**src/rtl/alu_pkg.sv**
```systemverilog
// Shared types for the alu and the round-robin request arbiter in front of it.
package alu_pkg;

  typedef enum logic [3:0] {
    ALU_ADD = 4'h0,
    ALU_SUB = 4'h1,
    ALU_MUL = 4'h2,
    ALU_AND = 4'h3,
    ALU_OR  = 4'h4,
    ALU_XOR = 4'h5
  } alu_op_e;

  typedef enum logic [1:0] {
    IDLE,
    EXEC,
    RESP
  } arb_state_e;

endpackage

```
**src/rtl/alu.sv**
```systemverilog
// Combinational N-bit alu; result is 2N+1 bits with the MSB as carry/borrow.
module alu
  import alu_pkg::*;
#(
  parameter int N = 4
) (
  input  logic [N-1:0] op1,
  input  logic [N-1:0] op2,
  input  logic [3:0]   sel,
  output logic [2*N:0] alu_out
);

  always_comb begin
    alu_out = '0;
    case (alu_op_e'(sel))
      ALU_ADD: alu_out = (2*N+1)'(op1) + (2*N+1)'(op2);
      // Borrow propagates into every upper bit, so the MSB flags op1 < op2.
      ALU_SUB: alu_out = (2*N+1)'(op1) - (2*N+1)'(op2);
      ALU_MUL: alu_out = (2*N+1)'(op1) * (2*N+1)'(op2);
      ALU_AND: alu_out = (2*N+1)'(op1 & op2);
      ALU_OR:  alu_out = (2*N+1)'(op1 | op2);
      ALU_XOR: alu_out = (2*N+1)'(op1 ^ op2);
      default: alu_out = '0;
    endcase
  end

endmodule

```
**src/rtl/alu_arbiter.sv**
```systemverilog
// Round-robin arbiter sharing one alu among M valid/ready requesters,
// returning a tagged result on a single valid/ready response channel.
module alu_arbiter
  import alu_pkg::*;
#(
  parameter  int N     = 4,
  parameter  int M     = 4,
  parameter  int CNT_W = 16,
  localparam int ID_W  = $clog2(M)
) (
  input  logic                  clk,
  input  logic                  reset_n,
  input  logic [M-1:0]          req_valid,
  output logic [M-1:0]          req_ready,
  input  logic [M-1:0][N-1:0]   req_op1,
  input  logic [M-1:0][N-1:0]   req_op2,
  input  logic [M-1:0][3:0]     req_sel,
  output logic                  rsp_valid,
  input  logic                  rsp_ready,
  output logic [2*N-1:0]        rsp_result,
  output logic                  rsp_flag,
  output logic [ID_W-1:0]       rsp_id,
  output logic                  busy,
  output logic [CNT_W-1:0]      op_count
);

  function automatic logic [ID_W-1:0] next_idx(input logic [ID_W-1:0] i);
    return (i == ID_W'(M - 1)) ? '0 : i + 1'b1;
  endfunction

  // Returns {found, index}: first valid requester starting at ptr, wrapping mod M.
  function automatic logic [ID_W:0] rr_pick(input logic [M-1:0] valid,
                                            input logic [ID_W-1:0] ptr);
    logic [ID_W-1:0] idx;
    logic [ID_W-1:0] pick;
    logic            found;
    idx   = ptr;
    pick  = '0;
    found = 1'b0;
    for (int k = 0; k < M; k++) begin
      if (!found && valid[idx]) begin
        found = 1'b1;
        pick  = idx;
      end
      idx = next_idx(idx);
    end
    return {found, pick};
  endfunction

  arb_state_e       state_q, state_d;
  logic [ID_W-1:0]  rr_ptr_q, rr_ptr_d;
  logic [N-1:0]     op1_q, op1_d;
  logic [N-1:0]     op2_q, op2_d;
  logic [3:0]       sel_q, sel_d;
  logic [ID_W-1:0]  id_q, id_d;
  logic             rsp_valid_q, rsp_valid_d;
  logic [2*N-1:0]   rsp_result_q, rsp_result_d;
  logic             rsp_flag_q, rsp_flag_d;
  logic [ID_W-1:0]  rsp_id_q, rsp_id_d;
  logic [CNT_W-1:0] op_count_q, op_count_d;

  logic             grant_found;
  logic [ID_W-1:0]  grant_idx;
  logic [2*N:0]     alu_out;

  alu #(.N(N)) u_alu (
    .op1     (op1_q),
    .op2     (op2_q),
    .sel     (sel_q),
    .alu_out (alu_out)
  );

  always_comb begin
    state_d      = state_q;
    rr_ptr_d     = rr_ptr_q;
    op1_d        = op1_q;
    op2_d        = op2_q;
    sel_d        = sel_q;
    id_d         = id_q;
    rsp_valid_d  = rsp_valid_q;
    rsp_result_d = rsp_result_q;
    rsp_flag_d   = rsp_flag_q;
    rsp_id_d     = rsp_id_q;
    op_count_d   = op_count_q;

    {grant_found, grant_idx} = rr_pick(req_valid, rr_ptr_q);
    // Grant is withheld while reset is asserted so no handshake appears to complete.
    req_ready = (state_q == IDLE && grant_found && reset_n) ? (M'(1) << grant_idx) : '0;

    case (state_q)
      IDLE: begin
        if (grant_found) begin
          op1_d    = req_op1[grant_idx];
          op2_d    = req_op2[grant_idx];
          sel_d    = req_sel[grant_idx];
          id_d     = grant_idx;
          rr_ptr_d = next_idx(grant_idx);
          state_d  = EXEC;
        end
      end
      EXEC: begin
        rsp_result_d = alu_out[2*N-1:0];
        rsp_flag_d   = alu_out[2*N];
        rsp_id_d     = id_q;
        rsp_valid_d  = 1'b1;
        state_d      = RESP;
      end
      RESP: begin
        if (rsp_ready) begin
          rsp_valid_d = 1'b0;
          op_count_d  = op_count_q + 1'b1;
          state_d     = IDLE;
        end
      end
      default: state_d = IDLE;
    endcase
  end

  always_ff @(posedge clk or negedge reset_n) begin
    if (!reset_n) begin
      state_q      <= IDLE;
      rr_ptr_q     <= '0;
      op1_q        <= '0;
      op2_q        <= '0;
      sel_q        <= '0;
      id_q         <= '0;
      rsp_valid_q  <= 1'b0;
      rsp_result_q <= '0;
      rsp_flag_q   <= 1'b0;
      rsp_id_q     <= '0;
      op_count_q   <= '0;
    end else begin
      state_q      <= state_d;
      rr_ptr_q     <= rr_ptr_d;
      op1_q        <= op1_d;
      op2_q        <= op2_d;
      sel_q        <= sel_d;
      id_q         <= id_d;
      rsp_valid_q  <= rsp_valid_d;
      rsp_result_q <= rsp_result_d;
      rsp_flag_q   <= rsp_flag_d;
      rsp_id_q     <= rsp_id_d;
      op_count_q   <= op_count_d;
    end
  end

  assign rsp_valid  = rsp_valid_q;
  assign rsp_result = rsp_result_q;
  assign rsp_flag   = rsp_flag_q;
  assign rsp_id     = rsp_id_q;
  assign busy       = (state_q != IDLE);
  assign op_count   = op_count_q;

endmodule

```
**config.mk**
```make
export PLATFORM = sky130hd
export DESIGN_NAME = alu_arbiter
export DESIGN_NICKNAME = d
export VERILOG_FILES = /design/src/rtl/alu_pkg.sv /design/src/rtl/alu.sv /design/src/rtl/alu_arbiter.sv
export SDC_FILE = /design/constraint.sdc
export NUM_CORES = 1
export LEC_CHECK = 0
export ABC_AREA = 1
export BUFFER_PORTS_ARGS = -buffer_cell sky130_fd_sc_hd__buf_4
export CORE_MARGIN = 2
export CORE_UTILIZATION = 40
export DETAILED_ROUTE_END_ITERATION = 10
export PLACE_DENSITY = 0.63
export SLEW_MARGIN = 10
export SYNTH_ARGS = -nofsm -noshare
export SYNTH_HDL_FRONTEND = slang
export SYNTH_SLANG_ARGS = --single-unit
```
**constraint.sdc**
```tcl
create_clock -name clk -period 7.2 [get_ports clk]
set_input_delay 0.36 -clock clk [delete_from_list [all_inputs] [get_ports clk]]
set_output_delay 0.36 -clock clk [all_outputs]
set_load 0.02 [all_outputs]
```
==> results.md, run 1 <==
* Number of global-route vias before repair at approximately 3100
* Fin Setup TNS at 0 ns
* CP max FO at 43
* Worst skew pair latency at ~0.30 ns
* Post_cts resized at 0
* Detailed Route WL at about 8.5 mm
* Clock buffer depth at 2
* Pre-CTS WS at ~4.2 ns
* Clk sinks at 46
* Fin. Hold Viols at 0
* Overall Global Routing Usage at between 10% and 20%
* Top FF cell, synth: dfrtp_1
* Syn Std Cell Area at between 3000 and 4000 um^2
* Core area at between 8000 and 9000 um^2
* Yosys synthesis warning count at 0
* Die footprint at about 10000 um^2
* Top Layer Used: met4
* Root Driver: clkbuf_8
* Layout Nets at 683
* # diodes at 0
* Routed wl met3 at around 440 um
* Final design utilization at about 51%
* TritonRoute pass-1 iters at 7
* Post-synth top area cell: dfrtp_1
* Drt via density at about 4.8
* Ys async rst share at 100%
* Placed cell count at about 690
* Detailed Place HPWL at 6.88 mm
* CP dominant cell by count: inv_1
* Sequential cell area fraction in the yosys report at a little under a third
* Top cells by area, synth: dfrtp_1, nand2_1, ha_1, inv_1, nand3_1
* Post-synth EDFFs at 0
* Tmin final at ~3.3 ns
* Layout cell share with drive strength beyond 1 at around 20%
* Critical R2R Capture: rsp_result[7]$_DFFE_PN0P_
* CP max stage delay at between 0.4 and 0.5 ns
* Share of the clock period used by the worst path at approximately 46%
* P per Cell Area at between 400 and 500 nW/um^2
* I/O pin count at 88
* H-tree depth at 2
* CP startpoint kind: flip-flop
* Crit path launch: rr_ptr_q[0]$_DFFE_PN0P_
* Yosys top cell area share at between 30% and 40%
* Detail Route Antenna Nets at 0
* Post-CTS Repair Setup Buffers at 0
* RSZ-0062 raised after global routing: false
* Final setup violation count at 0
* Die W at 99.8 um
* MaxCap Viol Count at 0
* Clock slew at reported path FFs at roughly 0.10 ns
* Initial DRC Count at between 150 and 200
* Gpl congestion at 0.886
* Floorplan row count at 34
* Req. time, crit path at slightly below 7 ns
* Vias at approximately 3400
* Fin worst setup slack at a little under 4 ns
* Reg2reg path depth at 12
* Crit path arrival time at ~3.0 ns
* Starting Density at a little over two fifths
* Synth cell types at 41
* Register-to-Register Setup Slack at between 4 and 5 ns
* Worst hold path type: input pin to async pin
* Commonest non-fill, non-tap cells in the layout: nand2_1, inv_1, buf_4, nand3_1, dfrtp_1
* Worst Clk Skew at 0.00790 ns
* Fmax at around 300 MHz
* Worst slew pin tran at 0.642 ns
* GRT overflow at 0
* Leakage at around 0.0026 uW
* Synth Instances at a little over 500
* First-pass GRT wire length at 14.3 mm
* Failing checks: design-rule violations
* Post-Layout Cell Count at around 700
* Crit Path Category: flip-flop to primary output
* Initial antenna violation count at 0
* R2r startpoint: op1_q[1]$_DFFE_PN0P_
* Largest net degree at the start of global routing at between 40 and 50
* Input/output buffers at between 80 and 90
* Hold_buf cts at 0
* Routed metal-1 wirelength at ~4.3 mm
* Wire length per cell at about 12 um
* Rel. slew slack at between 50% and 60%
* Cell breakdown of the critical path: ha_1 > inv_1 > nor2_2 > nand2_1 > nand3_1 > nand4_2 > nand2_4 > inv_1 > ha_1 > inv_1 > nor2_1 > buf_4
* Yosys reg bits at 46
* CTS tree: built
* Run status: complete, but fails checks
* Net count after synthesis at 596
* Syn Area/Cell at around 7.3 um^2
* Synth-to-Final Area Change at 22.7%
* Met2 routed wirelength at between 3 and 4 mm
* Die Span Y at around 100 um
* VDD IR max at ~330 uV
* Fin. max-slew vios at 0
* CP endpoint kind: primary output
* Most common cell after layout, fill and taps aside: nand2_1
* Slowest stage cell, crit path: dfrtp_1
* Drc violations at 1
* CTS buffer count at 5
==> per-stage QoR <==
step	power, uW	instance area, um^2	hold WS [ns]
after floorplan	1620	3670	0.0644
after global placement	1930	4410	0.401
after detailed placement	1950	4410	0.410
after CTS	2130	4500	0.0696
after global routing	2360	4500	0.0847
final	2110	4500	0.0509
==> power by group <==
part	internal, uW	switching [uW]	leakage [uW]
clock	70.2	93.5	0.0000447
combinational	537	946	0.00194
sequential	356	112	0.000575
total	963	1150	0.00256
==> sequential cells by signal, indices dropped and copies added (netlist names) <==
signal,cells
rsp_flag,1
sel_q,4
rsp_valid,1
rsp_result,8
id_q,2
op1_q,4
state_q,2
op_count,16
rr_ptr_q,2
rsp_id,2
op2_q,4
==> final cells by class <==
type	count	area, um^2
Inverter	101	379
Tap cell	108	135
Timing Repair Buffer	87	653
Multi-Input combinational cell	351	2090
Sequential cell	46	1150
Fill cell	888	4300
Clock buffer	5	68.8
Clock inverter	3	25.0
==> layer usage <==
layer / track usage, % / vias up
li1: - / 1759
met1: 25.1 / 1507
met2: 27.1 / 106
met3: 3.06 / 7
met4: 4.11 / 0
met5: 0 / -
==> worst max path at each step <==
stage | to | slack (ns) | cells after the start
final | req_ready[0] | 3.88 | 12
after global routing | req_ready[0] | 3.64 | 15
after CTS | req_ready[0] | 3.88 | 15
after detailed placement | rsp_result[7]$_DFFE_PN0P_ | 4.15 | 12
after global placement | rsp_result[7]$_DFFE_PN0P_ | 4.28 | 12
after floorplan | rsp_result[7]$_DFFE_PN0P_ | 4.41 | 10
==> worst max-delay path, delay by kind of cell, from the launching register on <==
family	cells	cell delay (ns)
fa+ha+maj	2	0.62
buf+inv	4	0.49
flops	1	0.47
simple gates	6	1.06
==> synthesized netlist by cell type (2+ instances only) <==
cell type,instances
clkbuf_1,2
xnor2_1,4
nor2_1,28
inv_2,2
fa_1,6
inv_1,99
xor2_1,12
nand2_2,4
nand3_2,4
nor2_2,2
dfrtp_1,46
o21ai_0,22
or2_2,3
nand2_1,125
nor3_1,8
o21bai_1,3
nand4_1,2
a21oi_1,14
nor2_4,2
o211ai_1,7
or2_1,5
nand3_1,51
buf_2,2
o22ai_1,4
nand2_4,2
ha_1,30
buf_6,2
==> logic make-up after synthesis <==
logic type	after synthesis	synth area share (%)
fa+ha+maj	36	13.5
compound gates	55	8.76
buf+inv	108	11.6
simple gates	243	30.6
flops	46	31.4
mux	1	0.307
xor+xnor	16	3.82
No activity file was read; power rests on OpenSTA's default activity.
==> run 2: changes to the inputs <==
PLACE_DENSITY = 0.65   (was 0.63)
clock period = 2.9 ns   (was 7.2 ns; I/O delays follow)
==> run 2 against run 1 <==
- the flow still finishes with violations (design-rule violations)
- register-to-register slack got worse by 4.0 ns
- highest routed layer unchanged
- final area is 5.1% higher
- power grew to 2.7 times the previous value
- first-iteration DRC count is 29% higher
- critical endpoint is now rsp_result[7]$_DFFE_PN0P_
- clock power grew to 3.1 times the previous value
- global-route usage down 0.056 points
- cell count grew 2.4%
- critical path type is now flip-flop to flip-flop
- worst hold slack better by 0.0094 ns
- combinational power rose to 2.8 times the previous value
- sequential power rose by 140%
- utilization grew 2.6 points
==> results.md, run 2 (synthesized netlist as in run 1, its figures left out) <==
* Run status: complete, but fails checks (unchanged)
* Failing checks: design-rule violations (unchanged)
* Die Span Y at 99.8 um (unchanged)
* Leakage at 0.00266 uW (was 0.00256 uW)
* Fin. max-slew vios at 0 (unchanged)
* TritonRoute pass-1 iters at 8 (was 7)
* Drt via density at 4.77 (was 4.82)
* Input/output buffers at 87 (unchanged)
* Fin worst setup slack at 0.137 ns (was 3.88 ns)
* CP max FO at 4 (was 43)
* Worst slew pin tran at 0.582 ns (was 0.642 ns)
* Layout Nets at 700 (was 683)
* Synth-to-Final Area Change at 28.9% (was 22.7%)
* Starting Density at 41.7% (unchanged)
* Seq. cell area at 1150 um^2 (about the same)
* Detail Route Antenna Nets at 0 (unchanged)
* Initial antenna violation count at 0 (unchanged)
* Crit path arrival time at 2.94 ns (was 2.96 ns)
* Final design utilization at 53.7% (was 51.2%)
* CP top delay family: adder cells (was simple AND/OR/NAND/NOR gates)
* Worst hold path type: input pin to flip-flop (was input pin to async pin)
* Cell breakdown of the critical path: nand2_1 > fa_1 > fa_1 > inv_1 > ha_1 > a31oi_2 > o21bai_1 > a21oi_1 > xor2_1 > o211ai_1 (was ha_1 > inv_1 > nor2_2 > nand2_1 > nand3_1 > nand4_2 > nand2_4 > inv_1 > ha_1 > inv_1 > nor2_1 > buf_4)
* Clock buffer depth at 2 (unchanged)
* Req. time, crit path at 3.07 ns (was 6.84 ns)
* Routed wl met3 at 430 um (was 438 um)
* WP buf/inv at 1 (was 4)
* Fin. Hold Viols at 0 (unchanged)
* Crit Path Category: flip-flop to flip-flop (was flip-flop to primary output)
* Routed metal-1 wirelength at 4.23 mm (was 4.34 mm)
* Clk sinks at 46 (unchanged)
* Vias at 3425 (was 3379)
* Die W at 99.8 um (unchanged)
* Worst hold path depth at 2
* Tmin final at roughly 2.8 ns
* Share of the clock period used by the worst path at 95.3%
* # diodes at 0 (unchanged)
* Met2 routed wirelength at 3.90 mm (was 3.66 mm)
* Core area at 8810 um^2 (unchanged)
* Worst skew pair latency at 0.31 ns (was 0.30 ns)
* CTS buffer count at 5 (unchanged)
* CP dominant cell by count: fa_1 (was inv_1)
* Placed inst area at 4480 um^2 (was 4410 um^2)
* H-tree depth at 2 (unchanged)
* Commonest non-fill, non-tap cells in the layout: nand2_1, buf_4, inv_1, nand3_1, dfrtp_1 (was nand2_1, inv_1, buf_4, nand3_1, dfrtp_1)
* Largest net degree at the start of global routing at 48 (unchanged)
* MaxCap Viol Count at 0 (unchanged)
* Initial DRC Count at 196 (was 152)
* Rel. slew slack at 61.2% (was 57.2%)
* VDD IR max at 699 uV (was 332 uV)
* Slowest stage cell, crit path: fa_1 (was dfrtp_1)
* Fmax at approximately 360 MHz
* Wire length per cell at 12.0 um (was 12.2 um)
* CTS tree: built (unchanged)
* CP startpoint kind: flip-flop (unchanged)
* Pre-CTS WS at 0.0241 ns (was 4.15 ns)
* Worst Clk Skew at 0.0147 ns (was 0.00790 ns)
* Drc violations at 1 (unchanged)
* Number of global-route vias before repair at 3199 (was 3112)
* Floorplan row count at 34 (unchanged)
* Final setup violation count at 0 (unchanged)
* Layout cell share with drive strength beyond 1 at 23.9% (was 20.1%)
* Gpl congestion at 0.919 (was 0.886)
* Root Driver: clkbuf_8 (unchanged)
* Detailed Place HPWL at 6.81 mm (was 6.88 mm)
* Number of cells on the critical path at 10 (was 12)
* Top Layer Used: met4 (unchanged)
* CP max stage delay at 0.61 ns (was 0.47 ns)
* Clock slew at reported path FFs at 0.10 ns (about the same)
* Final non-filler cell area at 4730 um^2 (was 4500 um^2)
* Filler Cells Inserted at 845 (was 888)
* Most common cell after layout, fill and taps aside: nand2_1 (unchanged)
* Hold slack at 0.0603 ns (was 0.0509 ns)
* Die footprint at 9960 um^2 (unchanged)
* Flip-flop count of the largest register after layout at 16 (unchanged)
* Overall Global Routing Usage at 17.3% (about the same)
* P per Cell Area at 1230 nW/um^2 (was 469 nW/um^2)
* I/O pin count at 88 (unchanged)
* Reg2reg path depth at 10 (was 12)
* Area of the multi-input gates at 2150 um^2 (was 2090 um^2)
* CP endpoint kind: flip-flop (was primary output)
* Detailed Route WL at 8.60 mm (was 8.52 mm)
* GRT overflow at 0 (unchanged)
* First-pass GRT wire length at 14.3 mm (about the same)
-- run 2: cell types whose count changed in the layout (fill, tap and decap cells not counted), sizes merged --
cell | previous run | this run
bufinv | 0 | 1
dlygate4sd3 | 0 | 1
buf | 87 | 103
clkinv | 1 | 0
-- run 2: repair_timing --
item | CTS | global route
resized for setup | 2 | 13
hold buffers | 1 | 0
setup buffers | 1 | 7
pin swaps | 1 | 3
setup endpoints to repair | 3 | 7
endpoints found under the hold margin | 46 | 0
-- run 2: metal layers --
metal,track usage (%),vias to the layer above
li1,-,1793
met1,24.1,1515
met2,29.1,110
met3,2.72,7
met4,2.53,0
met5,0,-
-- run 2: worst paths after layout --
kind,startpoint,end,slack (ns)
max in group asynchronous,reset_n,rr_ptr_q[0]$_DFFE_PN0P_,2.10
min,rsp_ready,state_q[1]$_DFFE_PN0P_,0.06
min reg2reg,op_count[15]$_DFFE_PN0P_,op_count[15]$_DFFE_PN0P_,0.48
max,op2_q[2]$_DFFE_PN0P_,rsp_result[7]$_DFFE_PN0P_,0.14
max reg2reg,op2_q[2]$_DFFE_PN0P_,rsp_result[7]$_DFFE_PN0P_,0.14
min in group asynchronous,reset_n,rsp_id[1]$_DFFE_PN0P_,0.37
-- run 2: final cells by class --
| class | count | area share [%] |
|---|---|---|
| Clock buffer | 5 | 1.45 |
| Clock inverter | 3 | 1.03 |
| Inverter | 101 | 8.01 |
| Multi-Input combinational cell | 351 | 45.4 |
| Sequential cell | 46 | 24.4 |
| Tap cell | 108 | 2.86 |
| Timing Repair Buffer | 104 | 16.8 |
-- run 2: metrics by stage --
| step | cells | total power (uW) | setup TNS (ns) |
|---|---|---|---|
| detailed placement | 701 | 5040 | 0 |
| finish | 718 | 5810 | 0 |
| global placement | 701 | 4940 | 0 |
| global route | 718 | 6460 | -0.00102 |
| CTS | 711 | 5590 | 0 |
| floorplan | 505 | 4020 | 0 |
-- run 2: report_power, final --
group | leakage [uW] | total (uW) | switching [uW] | internal (uW)
registers | 0.000571 | 1100 | 215 | 888
logic | 0.00203 | 4200 | 2560 | 1640
clock network | 0.0000563 | 501 | 238 | 263
total | 0.00266 | 5810 | 3010 | 2790
